<file path="config.mk">
export PLATFORM = sky130hd
export DESIGN_NAME = serial_tx
export DESIGN_NICKNAME = d
export VERILOG_FILES = /design/src/rtl/serial_pkg.sv /design/src/rtl/serial_bit_timer.sv /design/src/rtl/serial_tx.sv
export SDC_FILE = /design/constraint.sdc
export NUM_CORES = 1
export LEC_CHECK = 0
export CORE_ASPECT_RATIO = 0.7
export CORE_UTILIZATION = 40
export CTS_CLUSTER_DIAMETER = 30
export CTS_CLUSTER_SIZE = 20
export DETAILED_ROUTE_END_ITERATION = 16
export GPL_TIMING_DRIVEN = 0
export PLACE_DENSITY = 0.68
export SLEW_MARGIN = 0
export SYNTH_ARGS = -nofsm -noshare
export SYNTH_HDL_FRONTEND = slang
export SYNTH_SLANG_ARGS = --single-unit
export TNS_END_PERCENT = 1
</file>
<file path="constraint.sdc">
create_clock -name clk -period 3.7 [get_ports clk]
set_input_delay 0.37 -clock clk [delete_from_list [all_inputs] [get_ports clk]]
set_output_delay 0.37 -clock clk [all_outputs]
set_load 0.1 [all_outputs]
</file>
<file path="src/rtl/serial_pkg.sv">
// Shared serial-line definitions: FSM encoding, line levels and parameter defaults.
// The PARITY state exists only when SERIAL_TX_PARITY_EN is defined.
package serial_pkg;

   localparam int unsigned CLK_DIV_DEF = 4;
   localparam int unsigned DATA_W_DEF  = 8;

   localparam logic IDLE_LEVEL  = 1'b1;
   localparam logic START_LEVEL = 1'b0;

   typedef enum logic [2:0] {
      IDLE   = 3'd0,
      START  = 3'd1,
      DATA   = 3'd2,
`ifdef SERIAL_TX_PARITY_EN
      PARITY = 3'd4,
`endif
      STOP   = 3'd3
   } state_t;

endpackage

</file>
<file path="src/rtl/serial_bit_timer.sv">
// Bit-period timer: counts CLK_DIV cycles per bit and flags the final cycle of each bit.
// bit_end is registered and high during the last cycle of the current bit.
module serial_bit_timer #(
   parameter int unsigned CLK_DIV = 4
) (
   input  logic clk,
   input  logic rst_n,
   input  logic clear,
   output logic bit_end
);

   localparam int unsigned CNT_W   = (CLK_DIV > 1) ? $clog2(CLK_DIV) : 1;
   localparam logic [CNT_W-1:0] LAST = CNT_W'(CLK_DIV - 1);
   localparam logic ONE_CYC = (CLK_DIV == 1);

   logic [CNT_W-1:0] cnt_q;

   // Counter restarts on clear or at the end of every bit, so each bit starts from zero.
   always_ff @(posedge clk or negedge rst_n) begin
      if (!rst_n) begin
         cnt_q   <= '0;
         bit_end <= 1'b0;
      end else if (clear || bit_end) begin
         cnt_q   <= '0;
         bit_end <= ONE_CYC;
      end else begin
         cnt_q   <= cnt_q + CNT_W'(1);
         bit_end <= ((cnt_q + CNT_W'(1)) == LAST);
      end
   end

endmodule

</file>
<file path="src/rtl/serial_tx.sv">
// Serial frame transmitter: start bit, DATA_W data bits LSB first, optional even parity, stop bit.
// Even parity bit is inserted when SERIAL_TX_PARITY_EN is defined.
module serial_tx
   import serial_pkg::*;
#(
   parameter int unsigned CLK_DIV = CLK_DIV_DEF,
   parameter int unsigned DATA_W  = DATA_W_DEF
) (
   input  logic              clk,
   input  logic              rst_n,
   input  logic [DATA_W-1:0] din,
   input  logic              load,
   output logic              ready,
   output logic              busy,
   output logic              txd,
   output logic              done
);

   localparam int unsigned IDX_W = $clog2(DATA_W + 2);

   state_t              state_q, state_d;
   logic [DATA_W-1:0]   shift_q, shift_d;
   logic [IDX_W-1:0]    bit_idx_q, bit_idx_d;
   logic                txd_q, txd_d;
   logic                ready_q, ready_d;
   logic                busy_q, busy_d;
   logic                done_q, done_d;
   logic                bit_end;
   logic                timer_clear_c;
`ifdef SERIAL_TX_PARITY_EN
   logic                par_q, par_d;
`endif

   assign timer_clear_c = (state_q == IDLE);

   serial_bit_timer #(.CLK_DIV(CLK_DIV)) u_timer (
      .clk     (clk),
      .rst_n   (rst_n),
      .clear   (timer_clear_c),
      .bit_end (bit_end)
   );

   // State and registered outputs
   always_ff @(posedge clk or negedge rst_n) begin
      if (!rst_n) begin
         state_q   <= IDLE;
         shift_q   <= '0;
         bit_idx_q <= '0;
         txd_q     <= IDLE_LEVEL;
         ready_q   <= 1'b1;
         busy_q    <= 1'b0;
         done_q    <= 1'b0;
`ifdef SERIAL_TX_PARITY_EN
         par_q     <= 1'b0;
`endif
      end else begin
         state_q   <= state_d;
         shift_q   <= shift_d;
         bit_idx_q <= bit_idx_d;
         txd_q     <= txd_d;
         ready_q   <= ready_d;
         busy_q    <= busy_d;
         done_q    <= done_d;
`ifdef SERIAL_TX_PARITY_EN
         par_q     <= par_d;
`endif
      end
   end

   // Next-state and next-output logic; txd_d is the level of the bit that starts at this edge
   always_comb begin
      state_d   = state_q;
      shift_d   = shift_q;
      bit_idx_d = bit_idx_q;
      txd_d     = txd_q;
      ready_d   = ready_q;
      done_d    = 1'b0;
`ifdef SERIAL_TX_PARITY_EN
      par_d     = par_q;
`endif

      unique case (state_q)
         IDLE: begin
            txd_d   = IDLE_LEVEL;
            ready_d = 1'b1;
            if (load) begin
               state_d   = START;
               shift_d   = din;
               bit_idx_d = '0;
               txd_d     = START_LEVEL;
               ready_d   = 1'b0;
`ifdef SERIAL_TX_PARITY_EN
               par_d     = 1'b0;
`endif
            end
         end
         START: begin
            if (bit_end) begin
               state_d   = DATA;
               txd_d     = shift_q[0];
               shift_d   = shift_q >> 1;
               bit_idx_d = '0;
`ifdef SERIAL_TX_PARITY_EN
               par_d     = shift_q[0];
`endif
            end
         end
         DATA: begin
            if (bit_end) begin
               if (bit_idx_q == IDX_W'(DATA_W - 1)) begin
`ifdef SERIAL_TX_PARITY_EN
                  state_d = PARITY;
                  txd_d   = par_q;
`else
                  state_d = STOP;
                  txd_d   = IDLE_LEVEL;
`endif
               end else begin
                  txd_d     = shift_q[0];
                  shift_d   = shift_q >> 1;
                  bit_idx_d = bit_idx_q + IDX_W'(1);
`ifdef SERIAL_TX_PARITY_EN
                  par_d     = par_q ^ shift_q[0];
`endif
               end
            end
         end
`ifdef SERIAL_TX_PARITY_EN
         PARITY: begin
            if (bit_end) begin
               state_d = STOP;
               txd_d   = IDLE_LEVEL;
            end
         end
`endif
         STOP: begin
            if (bit_end) begin
               state_d = IDLE;
               txd_d   = IDLE_LEVEL;
               ready_d = 1'b1;
               done_d  = 1'b1;
            end
         end
         default: begin
            state_d = IDLE;
            txd_d   = IDLE_LEVEL;
            ready_d = 1'b1;
         end
      endcase

      busy_d = ~ready_d;
   end

   assign ready = ready_q;
   assign busy  = busy_q;
   assign txd   = txd_q;
   assign done  = done_q;

endmodule

</file>
==> results of run 1 <==
layout by cell type, fill, tap and decap left out:
cell             count
o21ai_0              1
inv_1                6
clkdlybuf4s50_1     14
and3_1               1
a31o_1               1
buf_1                1
a2111oi_0            1
a21oi_4              1
clkbuf_1             2
nand2_1              7
nand3b_1             1
clkbuf_8             3
mux2_4               8
dfrtp_1             19
o32a_1               1
nand4_1              3
buf_6                1
a21oi_1              2
mux2_2               7
nor3_1               5
nor2b_2              1
a32o_1               1
nor2b_1              1
o21bai_2             1
mux2i_1              2
mux2_1               1
dfstp_2              2
nand2b_1             2
a21bo_1              1
nor3b_1              1
nor2_1               3
a31oi_1              1
and2_1               2
ha_1                 8
clkinv_2             1
worst register-to-register path: cells and delay by family (launching register included):
kind | cells | cell delay [ns]
mux | 1 | 0.35
simple gates | 3 | 0.71
flops | 1 | 0.42
fa+ha+maj | 1 | 0.23
buf+inv | 2 | 0.32
cells by family after synthesis:
logic type / Yosys count / share of synthesized area, %
simple gates: 27 / 12.5
buf+inv: 10 / 3.94
mux: 18 / 20.2
fa+ha+maj: 8 / 8.76
flops: 21 / 46.2
compound gates: 11 / 8.43
metrics by stage:
step           hold slack (ns)  setup WS [ns]
3_3_place_gp             0.420           1.63
2_1_floorplan           0.0744           1.81
4_1_cts                  0.438           1.39
5_1_grt                  0.449           1.37
6_report                 0.436           1.40
3_5_place_dp             0.427           1.56
registers in the layout, indices dropped and copies added (netlist names):
register and cells:
state_q 2, shift_q 8, txd 1, busy 1
bit_idx_q 4, done 1, u_timer.cnt_q 2, u_timer.bit_end 1
ready 1
cells in the mapped netlist (3+ instances only):
cell type and number:
dfrtp_1 19, ha_1 8, inv_1 6, mux2_2 7
mux2_4 8, nand2_1 7, nand4_1 3, nor2_1 3
nor3_1 5
worst max-delay path by stage:
stage | start | endpoint | slack [ns]
finish | txd | txd | 1.40
floorplan | state_q[0] | state_q[1] | 1.81
global route | ready | ready | 1.37
detailed placement | state_q[0] | state_q[1] | 1.56
CTS | txd | txd | 1.39
global placement | state_q[0] | state_q[1] | 1.63
layer usage:
| metal | vias to the layer above | share of wire [%] | GRT usage (%) |
|---|---|---|---|
| met3 | 2 | 4.7 | 6.19 |
| met1 | 361 | 50 | 19.9 |
| met2 | 14 | 45 | 23.9 |
| met5 | - | 0 | 0 |
| met4 | 0 | 0.30 | 2.61 |
| li1 | 368 | - | - |
power by group:
part	switching, mW	leakage, nW	total (mW)	internal (mW)
Sequential	0.0672	0.259	0.412	0.345
Clock	0.0754	0.0255	0.150	0.0751
Combinational	0.451	0.339	0.859	0.408
Total	0.593	0.623	1.42	0.829
final cells by class:
class / count / area, sq um / area share, %
Buffer: 4 / 22.5 / 1.64
Clock buffer: 3 / 41.3 / 3.01
Clock inverter: 1 / 5.00 / 0.365
Inverter: 6 / 22.5 / 1.64
Multi-Input combinational cell: 64 / 569 / 41.5
Sequential cell: 21 / 528 / 38.5
Tap cell: 34 / 42.5 / 3.10
Timing Repair Buffer: 14 / 140 / 10.2
==> results.json, run 1 <==
{
  "p_leak_nw": 0.623,
  "place_area_sq_um": 1330,
  "grt_pass1_wl_um": 3320,
  "worstPathArrival_ns": 1.93,
  "p_per_area_nw_per_um2": 1040,
  "fin_setup_tns_ns": 0,
  "path_depth": 1,
  "tightest_slew_ns": 0.963,
  "synth-edff-count": 0,
  "diodes": 0,
  "syn_nets": 114,
  "final_core_util_pct": 52.9,
  "syn_area_sq_um": 1140,
  "slew_violations": 0,
  "syn_inst": 95,
  "cts-resized-gates": 0,
  "critPathKind": "reg -> out",
  "grt.overflow.total": 0,
  "yosysTopAreaCell": "dfrtp_1",
  "area_delta_synth_final_pct": 20.0,
  "drc": 0,
  "ys_types": 32,
  "r2r-end": "state_q[1]",
  "dr.first_iter.drc_count": 21,
  "clock-sinks": 21,
  "worstPathCellList": "clkdlybuf4s50_1",
  "totalWireLength_um": 1980,
  "avgSynthCellArea_sq_um": 12.0,
  "yosys_warnings": 0,
  "post_drt_wl_per_cell_um": 13.5,
  "period_minus_slack_ns": 2.30,
  "cts_root_buf": "clkbuf_8",
  "antenna_found_initial": 0,
  "fin_cells": 147,
  "slew_headroom_pct": 35.6,
  "port_buffers": 14,
  "status": "completed",
  "drive_gt1_share_pct": 22.1,
  "cts_buffer_depth": 2,
  "rsz0062_at_grt": "false",
  "dieArea_sq_um": 3080,
  "period_share_pct": 62.1,
  "synth_top_area_share_pct": 41.6,
  "via_per_inst": 5.07,
  "clk_latency_ns": 0.26,
  "timing.rr.start": "state_q[0]",
  "hold_viol": 0,
  "grt_pass1_vias": 694,
  "dp_cells": 143,
  "grt_max_degree": 22,
  "cp_max_fo": 2,
  "hp-start": "u_timer.cnt_q[0]",
  "fin_worst_skew_ns": 0.00752,
  "yosys-top-cells-area": "dfrtp_1, mux2_4, ha_1",
  "slowest_stage": "clkdlybuf4s50_1",
  "final_cell_area_sq_um": 1370,
  "reg2reg_depth": 7,
  "cp_num_buf_inv": 1,
  "ys_seq_area_share_pct": 46.2,
  "finalSetupViolCount": 0,
  "hold_path_class": "reg -> reg",
  "clkTransAtPathRegs_ns": 0.08,
  "cts_setup_buffers": 0,
  "grt_use_total_pct": 15.1,
  "r2r_slack_ns": 1.55,
  "cpPeakStageDelay_ns": 1.12,
  "place.gp.congestion": 0.751,
  "dieWidth_um": 65.9,
  "cp.required_ns": 3.33,
  "die_height_um": 46.7,
  "layout.nets": 133,
  "cts_tree": "yes",
  "ir_drop_uv": 414,
  "rows": 15,
  "critical-path-top-delay-family": "buffers and inverters",
  "core-area_sq_um": 2590,
  "max_clock_freq_ghz": 0.435,
  "critical_path.startpoint_type": "flop",
  "start_util_pct": 44.1,
  "hold_path_depth": 1,
  "synth-async-reset-ratio_pct": 100,
  "endpoint_kind": "primary output",
  "min_to": "u_timer.cnt_q[0]",
  "hpwl_um": 1500,
  "cts_inserted_buffers": 3,
  "cts-hold-fix-buffers": 0,
  "synth_top_flop_cell": "dfrtp_1",
  "io_pins": 15,
  "vias": 745,
  "fin_total_pwr_mw": 1.42,
  "final_antenna_net_count": 0,
  "firstDrtPassIters": 2,
  "synth_seq_cells": 21,
  "drv_cap": 0,
  "fill_cells": 249,
  "htree_levels": 1
}
Note: power is estimated with default switching activity, not from simulation.
==> inputs of run 2 (changes only) <==
--- a/config.mk
+++ b/config.mk
@@ -11,7 +11,7 @@
 export CTS_CLUSTER_SIZE = 20
 export DETAILED_ROUTE_END_ITERATION = 16
 export GPL_TIMING_DRIVEN = 0
-export PLACE_DENSITY = 0.68
+export PLACE_DENSITY = 0.7
 export SLEW_MARGIN = 0
 export SYNTH_ARGS = -nofsm -noshare
 export SYNTH_HDL_FRONTEND = slang
==> constraint.sdc (replaced) <==
create_clock -name clk -period 2.1 [get_ports clk]
set_input_delay 0.21 -clock clk [delete_from_list [all_inputs] [get_ports clk]]
set_output_delay 0.21 -clock clk [all_outputs]
set_load 0.1 [all_outputs]
==> results.json, run 2 (synthesized netlist as in run 1, its figures left out) <==
{
  "mostFrequentLayoutCell": "dfrtp_1",
  "power.switching_mw": 1.09,
  "totalWireLength_um": 2130,
  "port_buffers": 14,
  "core-area_sq_um": 2590,
  "timing.rr.start": "state_q[0]",
  "final_cell_area_sq_um": 1400,
  "slew_violations": 0,
  "via_per_inst": 5.04,
  "place.gp.congestion": 0.811,
  "pwr-share-seq_pct": 27.7,
  "grt_pass1_vias": 746,
  "critical-path-top-delay-family": "compound AO/OA/AOI/OAI gates",
  "grt_max_degree": 22,
  "htree_levels": 1,
  "start_util_pct": 44.1,
  "dieWidth_um": 65.9,
  "period_minus_slack_ns": 2.01,
  "cp.required_ns": 2.24,
  "slew_headroom_pct": 35.2,
  "fin_cells": 148,
  "fill_cells": 228,
  "ir_drop_uv": 779,
  "area_delta_synth_final_pct": 22.8,
  "path_depth": 6,
  "critical_path.startpoint_type": "flop",
  "drive_gt1_share_pct": 27.2,
  "hold_viol": 0,
  "firstDrtPassIters": 3,
  "reg_top3": "shift_q: 8 flops, bit_idx_q: 4 flops",
  "diodes": 0,
  "r2r_slack_ns": 0.09,
  "p_leak_nw": 0.637,
  "reg2reg_depth": 6,
  "layout.nets": 134,
  "drv_cap": 0,
  "cp_num_buf_inv": 1,
  "clkTransAtPathRegs_ns": 0.08,
  "grt.overflow.total": 0,
  "rows": 15,
  "clk_latency_ns": 0.27,
  "grt_pass1_wl_um": 3450,
  "cp_max_fo": 9,
  "tightest_slew_ns": 0.977,
  "hpwl_um": 1510,
  "io_pins": 15,
  "worstPathCellList": "ha_1, o21bai_2, a21oi_4, a21bo_1, buf_6, mux2_4",
  "critPathKind": "reg -> reg",
  "antenna_found_initial": 0,
  "cts_root_buf": "clkbuf_8",
  "final_antenna_net_count": 0,
  "largest_reg_flops": 8,
  "finalSetupViolCount": 0,
  "cts_buffer_depth": 2,
  "grt_use_total_pct": 16.0,
  "dr.first_iter.drc_count": 27,
  "cts_inserted_buffers": 3,
  "fin_worst_skew_ns": 0.0132,
  "most-common-layout-cells": "dfrtp_1, clkdlybuf4s50_1, mux2_4",
  "dp_cells": 143,
  "setup_slack_ns": 0.0922,
  "hold_path_class": "reg -> reg",
  "power_frac_comb_pct": 62.0,
  "place_area_sq_um": 1330,
  "cts-hold-fix-buffers": 0,
  "clock-sinks": 21,
  "die_height_um": 46.7,
  "period_share_pct": 95.6,
  "clockPowerShare_pct": 10.3,
  "slowest_stage": "dfrtp_2",
  "swShare_pct": 42.2,
  "p_per_area_nw_per_um2": 1840,
  "cts_tree": "yes",
  "crit_path_end": "shift_q[4]",
  "status": "completed",
  "post_drt_wl_per_cell_um": 14.4,
  "dieArea_sq_um": 3080,
  "drc": 0,
  "endpoint_kind": "flop",
  "worstPathArrival_ns": 2.15,
  "cpPeakStageDelay_ns": 0.44,
  "vias": 746,
  "r2r-end": "shift_q[4]",
  "dp_slack_ns": -0.0279,
  "crit_path_start": "state_q[0]",
  "max_clock_freq_ghz": 0.498,
  "top_register": "shift_q",
  "final_core_util_pct": 54.2,
  "power.internal_mw": 1.49
}
[run 2: changes by cell type in the layout (fill, tap and decap cells not counted)]
cell / delta
buf_4: +1
clkbuf_1: -1
clkbuf_2: +1
clkdlybuf4s50_1: -2
dfrtp_1: -1
dfrtp_2: +1
dlygate4sd2_1: +2
ha_1: -1
ha_2: +1
nor2b_2: -1
nor2b_4: +1
nor3_1: -2
nor3_2: +1
nor3_4: +1
[run 2: timing repair]
| item | CTS | global route |
|---|---|---|
| pin swaps | 0 | 0 |
| gates resized for setup | 4 | 6 |
| setup endpoints to repair | 11 | 11 |
| buffers inserted | 0 | 1 |
[run 2: cell type report]
| type | instances | area (sq um) | share of cell area [%] |
|---|---|---|---|
| well taps | 34 | 42.5 | 3.03 |
| clock buffers | 3 | 41.3 | 2.94 |
| multi-input cells | 64 | 593 | 42.3 |
| inverters | 6 | 22.5 | 1.61 |
| repair buffers | 15 | 145 | 10.3 |
| clock inverters | 1 | 5.00 | 0.357 |
| flip-flops and latches | 21 | 529 | 37.7 |
| plain buffers | 4 | 23.8 | 1.69 |
[run 2: worst min-delay path by stage]
| stage | cells past startpoint | start | end | slack [ns] |
|---|---|---|---|---|
| after floorplan | 0 | rst_n | bit_idx_q[0] | -0.09 |
| after global placement | 1 | u_timer.cnt_q[0] | u_timer.cnt_q[0] | 0.42 |
| after detailed placement | 1 | u_timer.cnt_q[0] | u_timer.cnt_q[0] | 0.43 |
| after CTS | 1 | u_timer.cnt_q[0] | u_timer.cnt_q[0] | 0.44 |
| after global routing | 1 | u_timer.cnt_q[0] | u_timer.cnt_q[0] | 0.45 |
| final | 1 | u_timer.cnt_q[0] | u_timer.cnt_q[0] | 0.43 |
[run 2: through the flow]
| step | setup TNS, ns | hold slack, ns | power (mW) |
|---|---|---|---|
| 5_1_grt | -0.00207 | 0.446 | 2.77 |
| 4_1_cts | 0 | 0.438 | 2.55 |
| 3_3_place_gp | 0 | 0.420 | 2.21 |
| 6_report | 0 | 0.433 | 2.59 |
| 2_1_floorplan | 0 | -0.0856 | 1.97 |
| 3_5_place_dp | -0.151 | 0.427 | 2.27 |
[run 2: power by group through the flow]
stage          combinational [mW]  clock (mW)  sequential, mW
6_report                     1.60       0.266           0.715
3_5_place_dp                 1.54           0           0.733
2_1_floorplan                1.03           0           0.941
4_1_cts                      1.55       0.276           0.726
3_3_place_gp                 1.48           0           0.725
5_1_grt                      1.74       0.291           0.742
[run 2: metal layers]
| layer | track usage (%) | up-vias | wire [um] |
|---|---|---|---|
| met1 | 20.8 | 359 | 1090 |
| met5 | 0 | - | 0 |
| met4 | 6.52 | 0 | 27 |
| met2 | 24.9 | 15 | 933 |
| met3 | 5.20 | 4 | 80 |
| li1 | - | 368 | - |
==> inputs of run 3 (changes only) <==
--- a/config.mk
+++ b/config.mk
@@ -12,6 +12,7 @@
 export DETAILED_ROUTE_END_ITERATION = 16
 export GPL_TIMING_DRIVEN = 0
 export PLACE_DENSITY = 0.7
+export SKIP_CTS_REPAIR_TIMING = 1
 export SLEW_MARGIN = 0
 export SYNTH_ARGS = -nofsm -noshare
 export SYNTH_HDL_FRONTEND = slang
==> results.json, run 3 (synthesized netlist as in run 1, its figures left out) <==
{
  "status": "completed",
  "htree_levels": 1,
  "final_antenna_net_count": 0,
  "cts_root_buf": "clkbuf_8",
  "grt_busiest_layer": "met2",
  "totalWireLength_um": 2060,
  "cp_max_fo": 9,
  "largest_reg_flops": 8,
  "clkTransAtPathRegs_ns": 0.08,
  "cts_inserted_buffers": 3,
  "reg_top3": "shift_q: 8 flops, bit_idx_q: 4 flops",
  "clock-sinks": 21,
  "antenna_found_initial": 0,
  "slew_headroom_pct": 34.1,
  "cts_buffer_depth": 2,
  "final_cell_area_sq_um": 1400,
  "hpwl_um": 1510,
  "endpoint_kind": "flop",
  "fin_cells": 147,
  "die_height_um": 46.7,
  "min_to": "u_timer.cnt_q[0]",
  "dr.first_iter.drc_count": 16,
  "period_share_pct": 94.9,
  "dp_slack_ns": -0.0279,
  "cts_tree": "yes",
  "hold_path_class": "reg -> reg",
  "diodes": 0,
  "r2r-end": "shift_q[4]",
  "r2r_slack_ns": 0.11,
  "port_buffers": 14,
  "place.gp.congestion": 0.811,
  "ir_drop_uv": 809,
  "clk_latency_ns": 0.26,
  "fin_total_pwr_mw": 2.56,
  "start_util_pct": 44.1,
  "dieWidth_um": 65.9,
  "grt_max_degree": 22,
  "fin_setup_tns_ns": 0,
  "tightest_slew_ns": 0.987,
  "via_per_inst": 4.99,
  "grt_pass1_wl_um": 3430,
  "layout.nets": 133,
  "timing.rr.start": "state_q[1]",
  "dp_cells": 143,
  "area_delta_synth_final_pct": 22.6,
  "hold_path_depth": 1,
  "most-common-layout-cells": "dfrtp_1, clkdlybuf4s50_1, mux2_4",
  "grt.met1_usage_pct": 20.9,
  "drive_gt1_share_pct": 28.3,
  "final_core_util_pct": 54.1,
  "use_met2_pct": 24.3,
  "critical_path.startpoint_type": "flop",
  "worstPathArrival_ns": 2.13,
  "drc": 0,
  "max_clock_freq_ghz": 0.502,
  "finalSetupViolCount": 0,
  "period_minus_slack_ns": 1.99,
  "fin_worst_skew_ns": 0.0113,
  "io_pins": 15,
  "setup_slack_ns": 0.107,
  "hp-start": "u_timer.cnt_q[0]",
  "rsz0062_at_grt": "true",
  "slew_violations": 0,
  "place_area_sq_um": 1330,
  "reg2reg_depth": 7,
  "rows": 15,
  "firstDrtPassIters": 2,
  "critPathKind": "reg -> reg",
  "fill_cells": 227,
  "vias": 734,
  "mostFrequentLayoutCell": "dfrtp_1",
  "p_per_area_nw_per_um2": 1830,
  "cp.required_ns": 2.24,
  "drv_cap": 0,
  "top_register": "shift_q",
  "grt.overflow.total": 0,
  "p_leak_nw": 0.646,
  "grt_pass1_vias": 748,
  "dieArea_sq_um": 3080,
  "grt.met3_usage_pct": 5.20,
  "post_drt_wl_per_cell_um": 14.0,
  "grt_use_total_pct": 15.9,
  "core-area_sq_um": 2590,
  "hold_ws_ns": 0.436,
  "hold_viol": 0
}
==> run 3: final cells by class <==
type	count	area [sq um]	share of cell area, %
clock buffers	3	41.3	2.95
multi-input cells	64	589	42.1
repair buffers	14	145	10.4
flip-flops and latches	21	529	37.8
inverters	6	22.5	1.61
plain buffers	4	25.0	1.79
well taps	34	42.5	3.04
clock inverters	1	5.00	0.357
==> run 3: power breakdown <==
| group | switching [mW] | internal, mW |
|---|---|---|
| combinational | 0.824 | 0.746 |
| clock | 0.129 | 0.132 |
| sequential | 0.115 | 0.610 |
==> run 3: worst max-delay path, stage by stage (launching register included) <==
cell     delay, ns
dfrtp_1       0.43
inv_1         0.13
ha_2          0.28
nor2b_4       0.26
a21oi_4       0.08
a21bo_1       0.21
buf_6         0.17
mux2_4        0.32
==> run 3: worst max-delay path by stage <==
| stage | start | to | slack (ns) |
|---|---|---|---|
| 2_1_floorplan | state_q[0] | state_q[1] | 0.21 |
| 5_1_grt | state_q[0] | state_q[1] | -0.02 |
| 3_3_place_gp | state_q[0] | state_q[1] | 0.001 |
| 3_5_place_dp | state_q[0] | shift_q[4] | -0.03 |
| 4_1_cts | state_q[1] | shift_q[4] | -0.06 |
| 6_report | state_q[1] | shift_q[4] | 0.11 |
==> run 3: per-layer routing <==
layer,wire [um],part of all wire [%],vias up
met5,0,0,-
met4,27,1.3,0
met3,82,4.0,4
met2,878,43,13
met1,1070,52,352
li1,-,-,365
